### src/rtl/nic_pkg.sv
// Shared constants and types for the PE-side network interface controller.
// Both channel buffers and the top-level register decode import this package.
package nic_pkg;

  localparam int DATA_W = 64;
  localparam int ADDR_W = 2;
  localparam int VC_BIT = DATA_W - 1;

  localparam logic [ADDR_W-1:0] ADDR_IN_BUF   = 2'b00;
  localparam logic [ADDR_W-1:0] ADDR_IN_STAT  = 2'b01;
  localparam logic [ADDR_W-1:0] ADDR_OUT_BUF  = 2'b10;
  localparam logic [ADDR_W-1:0] ADDR_OUT_STAT = 2'b11;

  typedef enum logic {
    CH_EMPTY = 1'b0,
    CH_FULL  = 1'b1
  } chan_state_t;

  // Status registers report the full flag in bit 0, all other bits zero.
  function automatic logic [DATA_W-1:0] status_word(input logic full);
    logic [DATA_W-1:0] w;
    w    = '0;
    w[0] = full;
    return w;
  endfunction

endpackage

### src/rtl/nic_chan_buf.sv
// One-entry channel buffer: a data register plus a two-state EMPTY/FULL FSM.
// The full output is the FSM state itself, so it doubles as the state probe.
module nic_chan_buf
  import nic_pkg::*;
(
  input  logic              clk,
  input  logic              reset,
  input  logic              load,
  input  logic [DATA_W-1:0] load_data,
  input  logic              clear,
  output logic [DATA_W-1:0] data,
  output logic              full
);

  chan_state_t state, state_nxt;
  logic        take;

  // A load is only accepted while empty; a load against a full buffer is dropped.
  assign take = load && (state == CH_EMPTY);

  always_comb begin
    state_nxt = state;
    case (state)
      CH_EMPTY: if (load)  state_nxt = CH_FULL;
      CH_FULL:  if (clear) state_nxt = CH_EMPTY;
      default:             state_nxt = CH_EMPTY;
    endcase
  end

  always_ff @(posedge clk or negedge reset) begin
    if (!reset) begin
      state <= CH_EMPTY;
      data  <= '0;
    end else begin
      state <= state_nxt;
      if (take) data <= load_data;
    end
  end

  assign full = (state == CH_FULL);

endmodule

### src/rtl/nic_pe_port.sv
// NIC between a processing element and the router PE port: a 4-address PE
// register file over one input and one output channel buffer.
module nic_pe_port
  import nic_pkg::*;
(
  input  logic              clk,
  input  logic              reset,
  input  logic              polarity,
  input  logic [ADDR_W-1:0] addr,
  input  logic [DATA_W-1:0] d_in,
  output logic [DATA_W-1:0] d_out,
  input  logic              nic_en,
  input  logic              nic_wr_en,
  output logic              net_so,
  input  logic              net_ro,
  output logic [DATA_W-1:0] net_do,
  input  logic              net_si,
  output logic              net_ri,
  input  logic [DATA_W-1:0] net_di
);

  logic              pe_rd;
  logic              pe_wr;
  logic              in_load;
  logic              in_clear;
  logic              in_full;
  logic [DATA_W-1:0] in_buf;
  logic              out_load;
  logic              out_clear;
  logic              out_full;
  logic [DATA_W-1:0] out_buf;

  assign pe_rd = nic_en && !nic_wr_en;
  assign pe_wr = nic_en &&  nic_wr_en;

  // Router handshake: a transfer happens on a posedge where the sender's
  // strobe (net_si / net_so) is high and the receiver's ready is high. The
  // strobe must only be raised while ready is high; a strobe without ready
  // is ignored.
  assign net_ri = reset && !in_full;
  assign net_so = reset && out_full && net_ro && (polarity == out_buf[VC_BIT]);
  assign net_do = out_buf;

  assign in_load   = net_si && net_ri;
  assign in_clear  = pe_rd && (addr == ADDR_IN_BUF);
  // Write sees the registered out_full, so a write in the send cycle is dropped.
  assign out_load  = pe_wr && (addr == ADDR_OUT_BUF) && !out_full;
  assign out_clear = net_so;

  nic_chan_buf u_in_buf (
    .clk       (clk),
    .reset     (reset),
    .load      (in_load),
    .load_data (net_di),
    .clear     (in_clear),
    .data      (in_buf),
    .full      (in_full)
  );

  nic_chan_buf u_out_buf (
    .clk       (clk),
    .reset     (reset),
    .load      (out_load),
    .load_data (d_in),
    .clear     (out_clear),
    .data      (out_buf),
    .full      (out_full)
  );

  always_ff @(posedge clk or negedge reset) begin
    if (!reset) begin
      d_out <= '0;
    end else if (pe_rd) begin
      case (addr)
        ADDR_IN_BUF:   d_out <= in_buf;
        ADDR_IN_STAT:  d_out <= status_word(in_full);
        ADDR_OUT_BUF:  d_out <= out_buf;
        ADDR_OUT_STAT: d_out <= status_word(out_full);
        default:       d_out <= '0;
      endcase
    end
  end

endmodule
### config.mk
export PLATFORM = sky130hd
export DESIGN_NAME = nic_pe_port
export DESIGN_NICKNAME = d
export VERILOG_FILES = /design/src/rtl/nic_pkg.sv /design/src/rtl/nic_chan_buf.sv /design/src/rtl/nic_pe_port.sv
export SDC_FILE = /design/constraint.sdc
export NUM_CORES = 1
export LEC_CHECK = 0
export CAP_MARGIN = 20
export CORE_MARGIN = 5
export CORE_UTILIZATION = 28
export CTS_CLUSTER_SIZE = 12
export DETAILED_ROUTE_END_ITERATION = 16
export PLACE_DENSITY_LB_ADDON = 0.08
export SKIP_CTS_REPAIR_TIMING = 1
export SYNTH_ARGS = -nofsm -noshare
export SYNTH_HDL_FRONTEND = slang
export SYNTH_SLANG_ARGS = --single-unit
export TNS_END_PERCENT = 10
### constraint.sdc
create_clock -name clk -period 1.73 [get_ports clk]
set_input_delay 0.173 -clock clk [delete_from_list [all_inputs] [get_ports clk]]
set_output_delay 0.173 -clock clk [all_outputs]
set_load 0.005 [all_outputs]
---- After elaboration in Yosys (flattened, before gate mapping) ----
Index checks and enable logic that the tools add are counted.
word-level totals
  bits in registers ....................... 194
  latch bits .............................. 0
  bits in writable memories ............... 0
  bits in read-only memories .............. 0
  input bits .............................. 137
  logic and storage cells ................. 34
  memories ................................ 0
operators by class
  add/sub/neg operators ................... 0
  $mul .................................... 0
  divide/modulo/power cells ............... 0
  magnitude comparators ................... 0
  equal/unequal tests ..................... 4
  shift operators ......................... 0
  muxes and demuxes ....................... 7
  bitwise logic cells ..................... 2
  reduce and logical (&&, ||, !) cells .... 16
operators by type and width
  cell                                                  count
  case mux 64 bit (4 select lines)                      1
  logical AND 1 bit                                     12
  equality test 2 bit (second input constant)           2
  2-to-1 mux 1 bit                                      4
  case mux 1 bit (2 select lines)                       2
  logical NOT 1 bit                                     3
  equality test 2 x 1 -> 1 bit (second input constant)  1
  logical NOT 2 bit                                     1
  NOT 1 bit                                             2
  equality test 1 bit                                   1

---- Longest topological paths before layout ----
Gate-level depths: netlist of the first run.
  depth in word-level cells ............... 5
  gate-level depth with buffers ........... 5
  depth with buffers taken out ............ 3

---- Modules after synthesis ----
A second synthesis of the first run with hierarchy kept.
unflattened totals
  cells, all modules ...................... 501
  area total of the unflattened synthesis .. 8,478.1 um^2
modules (own cells, without submodules)
  module        times used  cells an instance  area each (um^2)
  nic_chan_buf  2           139                2,683.8
  nic_pe_port   1           223                3,110.5

---- Worst setup path after synthesis of the first run ----
No wires, ideal clock.
  kind .................................... flip-flop to flip-flop
  start ................................... register u_out_buf.state, in the netlist u_out_buf.full
  end ..................................... register u_out_buf.data[14]
  library setup time ...................... 0.125 ns
  arrival time ............................ 1.188 ns
  required time ........................... 1.605 ns
  path slack .............................. 0.417 ns
  stages on the path, launching flop included .. 6
  path buffers ............................ 2
  period minus slack after synthesis ...... 1.313 ns
  cells stage by stage .................... dfrtp_1 nor2_1 nand4_1 buf_4 buf_6 mux2_4
on the way
  cells in the longest elaborated chain, start to end .. 3
  elaborated cells on any way between the ends .. 4
  classes of those cells .................. 1 x bitwise; 3 x reduce/logical
RTL lines
  what                    RTL line            source
  start, declared         nic_chan_buf.sv:15  chan_state_t state, state_nxt;
  start signal, assigned  nic_chan_buf.sv:35  state <= state_nxt;
  logical NOT 1 bit       nic_pe_port.sv:47   assign out_load = pe_wr && (addr == ADDR_OUT_BUF) && !out_full;
  logical AND 1 bit       nic_pe_port.sv:47
  logical AND 1 bit *     nic_chan_buf.sv:19  assign take = load && (state == CH_EMPTY);
  end signal, assigned    nic_chan_buf.sv:36  if (take) data <= load_data;
  end, declared           nic_chan_buf.sv:11  output logic [DATA_W-1:0] data,
Every way passes the cells marked *; elsewhere a longest branch is shown, timed or not.
A chain may end at the register's enable or synchronous reset.

---- Final worst setup path of the first run ----
  start ................................... register u_out_buf.data[37]
  end ..................................... output port net_do[37]
RTL lines
  what           RTL line           source
  end, declared  nic_pe_port.sv:16  output logic [DATA_W-1:0] net_do,
No word-level cell between the ends.

==> impl_metrics.ini, run 1 <==
[clock_network]
clk_pin_slew_worst_paths_ns = 0.07
clk_root_buffer_cell = sky130_fd_sc_hd__clkbuf_16
worst_skew_pair.late_latency_ns = 0.43
tritoncts_clock_tree = done
clock_path_buffers = 2
cts_buffers = 17
clock_tree.htree_level_count = 4
clock_sinks = 194

[final_layout]
area_delta_synth_final_pct = 48.5
most-common-layout-cells = sky130_fd_sc_hd__clkdlybuf4s50_1, sky130_fd_sc_hd__dfrtp_1, sky130_fd_sc_hd__mux2_2, sky130_fd_sc_hd__nand2_1, sky130_fd_sc_hd__mux2i_1
post_layout_cell_count = 1228
drive_above_1_share_pct = 22.7
finish.utilization_pct = 42.4
fin_area_um2 = 11900
num-nets-final = 974
mostFrequentLayoutCell = sky130_fd_sc_hd__clkdlybuf4s50_1
antenna-diode-count = 0

[synthesis]
synth_seq_cells = 194
cell_count_after_synthesis = 561
synth-seq-area-share_pct = 60.7
post_synth_num_cell_types = 22
synthAdderAreaFrac_pct = 0
main_combinational_cell_family_by_area_after_synthesis = multiplexers
ys_warn_count = 0
synthesis.area_um2 = 8000
synth_mux_area_share_pct = 28.6
synth-xor-area-share_pct = 0.109
yosys.area_share.simple_pct = 3.55
syn_nets = 698
synth-compound-area-share_pct = 4.10
synth.avg_cell_area_um2 = 14.3

[place]
dp.cells = 1194
place_congestion = 0.736
io_buf_count = 266
placed_area_um2 = 11200
hpwlAfterDp_mm = 16.8

[pwr]
swShare_pct = 28.3
total_leakage_power_uw = 0.00535
p_per_area_nw_per_um2 = 1500
share_comb_of_total_power_pct = 33.4
switchingPower_uw = 5030
peakVddDrop_mv = 0.695
cellInternalPower_uw = 12800
power.share.clock_pct = 22.8
power.share.sequential_pct = 43.8

[timing]
worst_pin_slew_ns = 0.639
timing.final.crit_period_ns = 1.55
finalCritPeriodShare_pct = 89.4
finalClockSkew_ns = 0.0136
hold_violations = 0
unrepaired_setup_endpoints_after_global_routing = false
final-setup-viol-count = 0
max_clock_freq_mhz = 647
timing.max_slew.rel_slack_pct = 57.4
timing.hold.ws_ns = 0.124
totalNegativeSetupSlack_ns = 0
drv_slew = 0

[setup_path]
startpoint_types = flip-flop
crit_buf_inv = 1
crit_required_ns = 1.56
timing.critical_path.slowest_stage_cell = sky130_fd_sc_hd__clkdlybuf4s50_1
worst-endpoint-arrival_ns = 1.37
cpPeakStageDelay_ns = 0.57
critical_path_class = flip-flop to primary output
worstSetupEndpointType = primary output
cpLargestDelayFamily = buffers and inverters
path_cells = clkdlybuf4s50_1
crit_fanout = 3

[die]
boundaryPins = 267
fp.dieW_um = 179
fp-row-count = 61
placeableCoreArea_um2 = 28000
die_area_um2 = 32100
floorplan.initialDensity_pct = 28.6
chipHeight_um = 179

[job]
max_cap_violations = 0

[detailed_routing]
routed-via-count = 5398
drt_first_pass_iters = 5
ant_nets = 0
drc_errors = 0
routed_wire_length_per_instance_um = 19.0
starting_drc_count_in_detailed_routing = 230
drt_via_density = 4.40
totalWireLength_mm = 23.4

[global_routing]
gr-usage-all-layers_pct = 14.5
gr-total-overflow = 0
grt_antenna_before_repair = 0
wire_length_of_the_first_global_routing_pass_mm = 35.4
vias_in_the_first_global_route = 6022
maximum_number_of_pins_on_one_net_before_global_route_repair = 117

[min_path]
worst_hold_path_type = input pin to flip-flop

[status]
run_status = complete, no violations
-- area by class of cell --
type	count	area [um2]
well taps	378	473
clock inverters	13	165
flip-flops and latches	194	4860
fillers	2643	16100
multi-input cells	331	2930
repair buffers	292	3020
inverters	1	3.75
clock buffers	19	443
-- routing by layer --
layer	vias to the layer above	global-route usage (%)	wire (um)
li1	2500	-	-
met1	2738	17.3	9550
met2	146	25.9	12300
met3	14	3.46	1230
met4	0	4.03	297
met5	-	0	0
-- through the flow --
stage | setup slack [ns] | power, uW
after floorplan | 0.417 | 10200
after global placement | -0.0370 | 13800
after detailed placement | -0.0512 | 14000
after CTS | -0.237 | 18100
after global routing | 0.122 | 18900
final | 0.184 | 17800
-- Yosys cell counts --
master / instances / area share, %
sky130_fd_sc_hd__buf_2: 11 / 0.69
sky130_fd_sc_hd__buf_4: 3 / 0.28
sky130_fd_sc_hd__buf_6: 10 / 1.4
sky130_fd_sc_hd__clkbuf_1: 10 / 0.47
sky130_fd_sc_hd__clkbuf_2: 1 / 0.062
sky130_fd_sc_hd__dfrtp_1: 194 / 61
sky130_fd_sc_hd__inv_1: 1 / 0.047
sky130_fd_sc_hd__mux2_2: 80 / 11
sky130_fd_sc_hd__mux2_4: 49 / 9.2
sky130_fd_sc_hd__mux2i_1: 63 / 7.9
sky130_fd_sc_hd__mux4_2: 1 / 0.28
sky130_fd_sc_hd__nand2_1: 65 / 3.0
sky130_fd_sc_hd__nand2b_1: 1 / 0.078
sky130_fd_sc_hd__nand3_1: 1 / 0.062
sky130_fd_sc_hd__nand4_1: 1 / 0.078
sky130_fd_sc_hd__nor2_1: 2 / 0.094
sky130_fd_sc_hd__nor2b_2: 1 / 0.11
sky130_fd_sc_hd__o21ai_0: 44 / 2.8
sky130_fd_sc_hd__o21ai_1: 20 / 1.3
sky130_fd_sc_hd__o31ai_1: 1 / 0.094
sky130_fd_sc_hd__or2_1: 1 / 0.078
sky130_fd_sc_hd__xor2_1: 1 / 0.11
-- power groups by stage --
stage                     clock, uW  combinational, uW  sequential [uW]
after floorplan                   0               2620             7620
after global placement            0               5970             7850
after detailed placement          0               6050             7900
after CTS                      4220               6080             7830
after global routing           4370               6450             8070
final                          4060               5940             7790
-- tightest hold or removal path: cells and delay by family --
family	cells	cell delay [ns]
AOI/OAI and AO/OA	1	0.10
buffers and inverters	1	0.16
and+or+nand+nor	1	0.07
-- path summary, 6_finish.rpt --
path / start / slack [ns] / cells past startpoint / to
setup / recovery: u_out_buf.data[37] / 0.18 / 1 / net_do[37]
hold / removal: addr[1] / 0.12 / 3 / u_in_buf.full
setup reg to reg: u_out_buf.full / 0.20 / 5 / u_out_buf.data[28]
hold reg to reg: d_out[11] / 0.48 / 2 / d_out[11]
max in group asynchronous: reset / 0.40 / 4 / d_out[34]
min in group asynchronous: reset / 0.41 / 3 / u_out_buf.full
-- kinds of logic (layout without fill, tap and decap cells) --
kind of cell / after synthesis / count (layout)
XOR/XNOR: 1 / 1
flip-flops: 194 / 194
buffers and inverters: 36 / 325
multiplexers: 193 / 193
AND/OR/NAND/NOR: 72 / 72
AO/OA/AOI/OAI: 65 / 65
-- flip-flops by register name, summed over array words and instances, names as in the netlist --
register and flops:
d_out 64, u_in_buf.data 64, u_in_buf.full 1, u_out_buf.data 64, u_out_buf.full 1
(Power assumes the default switching activity.)
==> run 2: changes to the inputs <==
--- a/config.mk
+++ b/config.mk
@@ -8,3 +8,2 @@
 export CAP_MARGIN = 20
-export CORE_MARGIN = 5
 export CORE_UTILIZATION = 28
==> constraint.sdc (replaced) <==
create_clock -name clk -period 1.73 [get_ports clk]
set_input_delay 0.2595 -clock clk [delete_from_list [all_inputs] [get_ports clk]]
set_output_delay 0.2595 -clock clk [all_outputs]
set_load 0.005 [all_outputs]
==> impl_metrics.ini, run 2 (same netlist as run 1, synthesis figures left out) <==
[status]
run_status = complete, no violations

[setup_path]
worst-endpoint-arrival_ns = 1.39
startpoint_types = input pin
cpLargestDelayFamily = buffers and inverters
worstSetupEndpointType = primary output
timing.critical_path.slowest_stage_cell = sky130_fd_sc_hd__dlygate4sd3_1
crit_fanout = 5
critical_path_class = input pin to primary output
crit_buf_inv = 3
crit_required_ns = 1.47
path_cells = dlygate4sd3_1, clkbuf_8, nand3_1, nor2_1, dlymetal6s2s_1
cpPeakStageDelay_ns = 0.54

[min_path]
worst_hold_path_type = input pin to flip-flop

[pwr]
p_per_area_nw_per_um2 = 1500
total_leakage_power_uw = 0.00534
peakVddDrop_mv = 0.550

[final_layout]
area_delta_synth_final_pct = 48.3
mostFrequentLayoutCell = sky130_fd_sc_hd__clkdlybuf4s50_1
drive_above_1_share_pct = 23.2
most-common-layout-cells = sky130_fd_sc_hd__clkdlybuf4s50_1, sky130_fd_sc_hd__dfrtp_1, sky130_fd_sc_hd__mux2_2, sky130_fd_sc_hd__nand2_1, sky130_fd_sc_hd__mux2i_1
finish.utilization_pct = 42.5
largest_registers = d_out x64, u_in_buf.data x64, u_out_buf.data x64
num-nets-final = 979

[place]
place_congestion = 0.747
io_buf_count = 266
place_ws_ns = -0.124
hpwlAfterDp_mm = 16.4

[timing]
worst_pin_slew_ns = 0.664
final-setup-viol-count = 0
finalCritPeriodShare_pct = 95.4
max_clock_freq_mhz = 606
timing.final.crit_period_ns = 1.65
unrepaired_setup_endpoints_after_global_routing = false
hold_violations = 0
timing.hold.ws_ns = 0.432
post_layout_worst_setup_margin_ns = 0.0795
timing.max_slew.rel_slack_pct = 55.7
totalNegativeSetupSlack_ns = 0
drv_slew = 0
finalClockSkew_ns = 0.0165

[global_routing]
gr-usage-all-layers_pct = 16.4
gr-total-overflow = 0
wire_length_of_the_first_global_routing_pass_mm = 35.7
vias_in_the_first_global_route = 6025
grt_antenna_before_repair = 0
maximum_number_of_pins_on_one_net_before_global_route_repair = 118

[die]
boundaryPins = 267
chipHeight_um = 171
die_area_um2 = 29300
fp.dieW_um = 171
placeableCoreArea_um2 = 27900
floorplan.initialDensity_pct = 28.6
fp-row-count = 61

[clock_network]
clock_sinks = 194
clock_path_buffers = 2
clk_root_buffer_cell = sky130_fd_sc_hd__clkbuf_16
clock_tree.htree_level_count = 4
worst_skew_pair.late_latency_ns = 0.44
cts_buffers = 17
clk_pin_slew_worst_paths_ns = 0.08
tritoncts_clock_tree = done

[detailed_routing]
drt_via_density = 4.43
drc_errors = 0
totalWireLength_mm = 23.5
starting_drc_count_in_detailed_routing = 189
routed-via-count = 5467
routed_wire_length_per_instance_um = 19.0
ant_nets = 0
drt_first_pass_iters = 4

[job]
max_cap_violations = 0
-- run 2: layer usage --
metal	wire length (um)	vias to the layer above	global-route usage, %	part of all wire, %
met4	345	0	4.74	1.5
met1	9830	2783	19.8	42
met5	0	-	0	0
met2	11900	151	28.2	51
li1	-	2515	-	-
met3	1390	18	4.86	5.9
-- run 2: worst paths after layout --
| kind | depth (start not counted) | slack (ns) | to | startpoint |
|---|---|---|---|---|
| max in group asynchronous | 3 | 0.66 | u_in_buf.data[9] | reset |
| worst min register to register | 2 | 0.48 | d_out[7] | d_out[7] |
| worst max-delay path | 5 | 0.08 | net_so | reset |
| worst min-delay path | 2 | 0.43 | u_in_buf.data[27] | net_di[27] |
| worst max register to register | 5 | 0.20 | u_out_buf.data[44] | u_out_buf.full |
| min in group asynchronous | 3 | 0.51 | u_out_buf.data[36] | reset |
-- run 2: final cells by class --
type                            count  area (um2)
Multi-Input combinational cell    331        2930
Sequential cell                   194        4850
Timing Repair Buffer              297        3020
Clock inverter                     13         138
Antenna cell                        1        2.50
Clock buffer                       19         453
Fill cell                        2656       16100
Tap cell                          378         473
Inverter                            1        3.75
-- run 2: metrics by stage --
step	instances	cell area (um2)	total power [uW]
2_1_floorplan	561	8000	10200
5_1_grt	1233	11900	18900
3_3_place_gp	1199	11200	13700
3_5_place_dp	1199	11200	13900
4_1_cts	1231	11800	18000
6_report	1234	11900	17800
-- run 2: worst reg2reg max path: cells and delay by family (launching register included) --
kind | cells | cell delay [ns]
simple gates | 2 | 0.26
buf+inv | 2 | 0.41
mux | 1 | 0.30
flops | 1 | 0.44
-- run 2: where the power goes --
part | total [uW] | internal (uW) | leakage (uW) | switching, uW
registers | 7800 | 6460 | 0.00240 | 1340
clock network | 4030 | 2120 | 0.000291 | 1910
logic | 5930 | 4160 | 0.00266 | 1770
total | 17800 | 12700 | 0.00534 | 5020
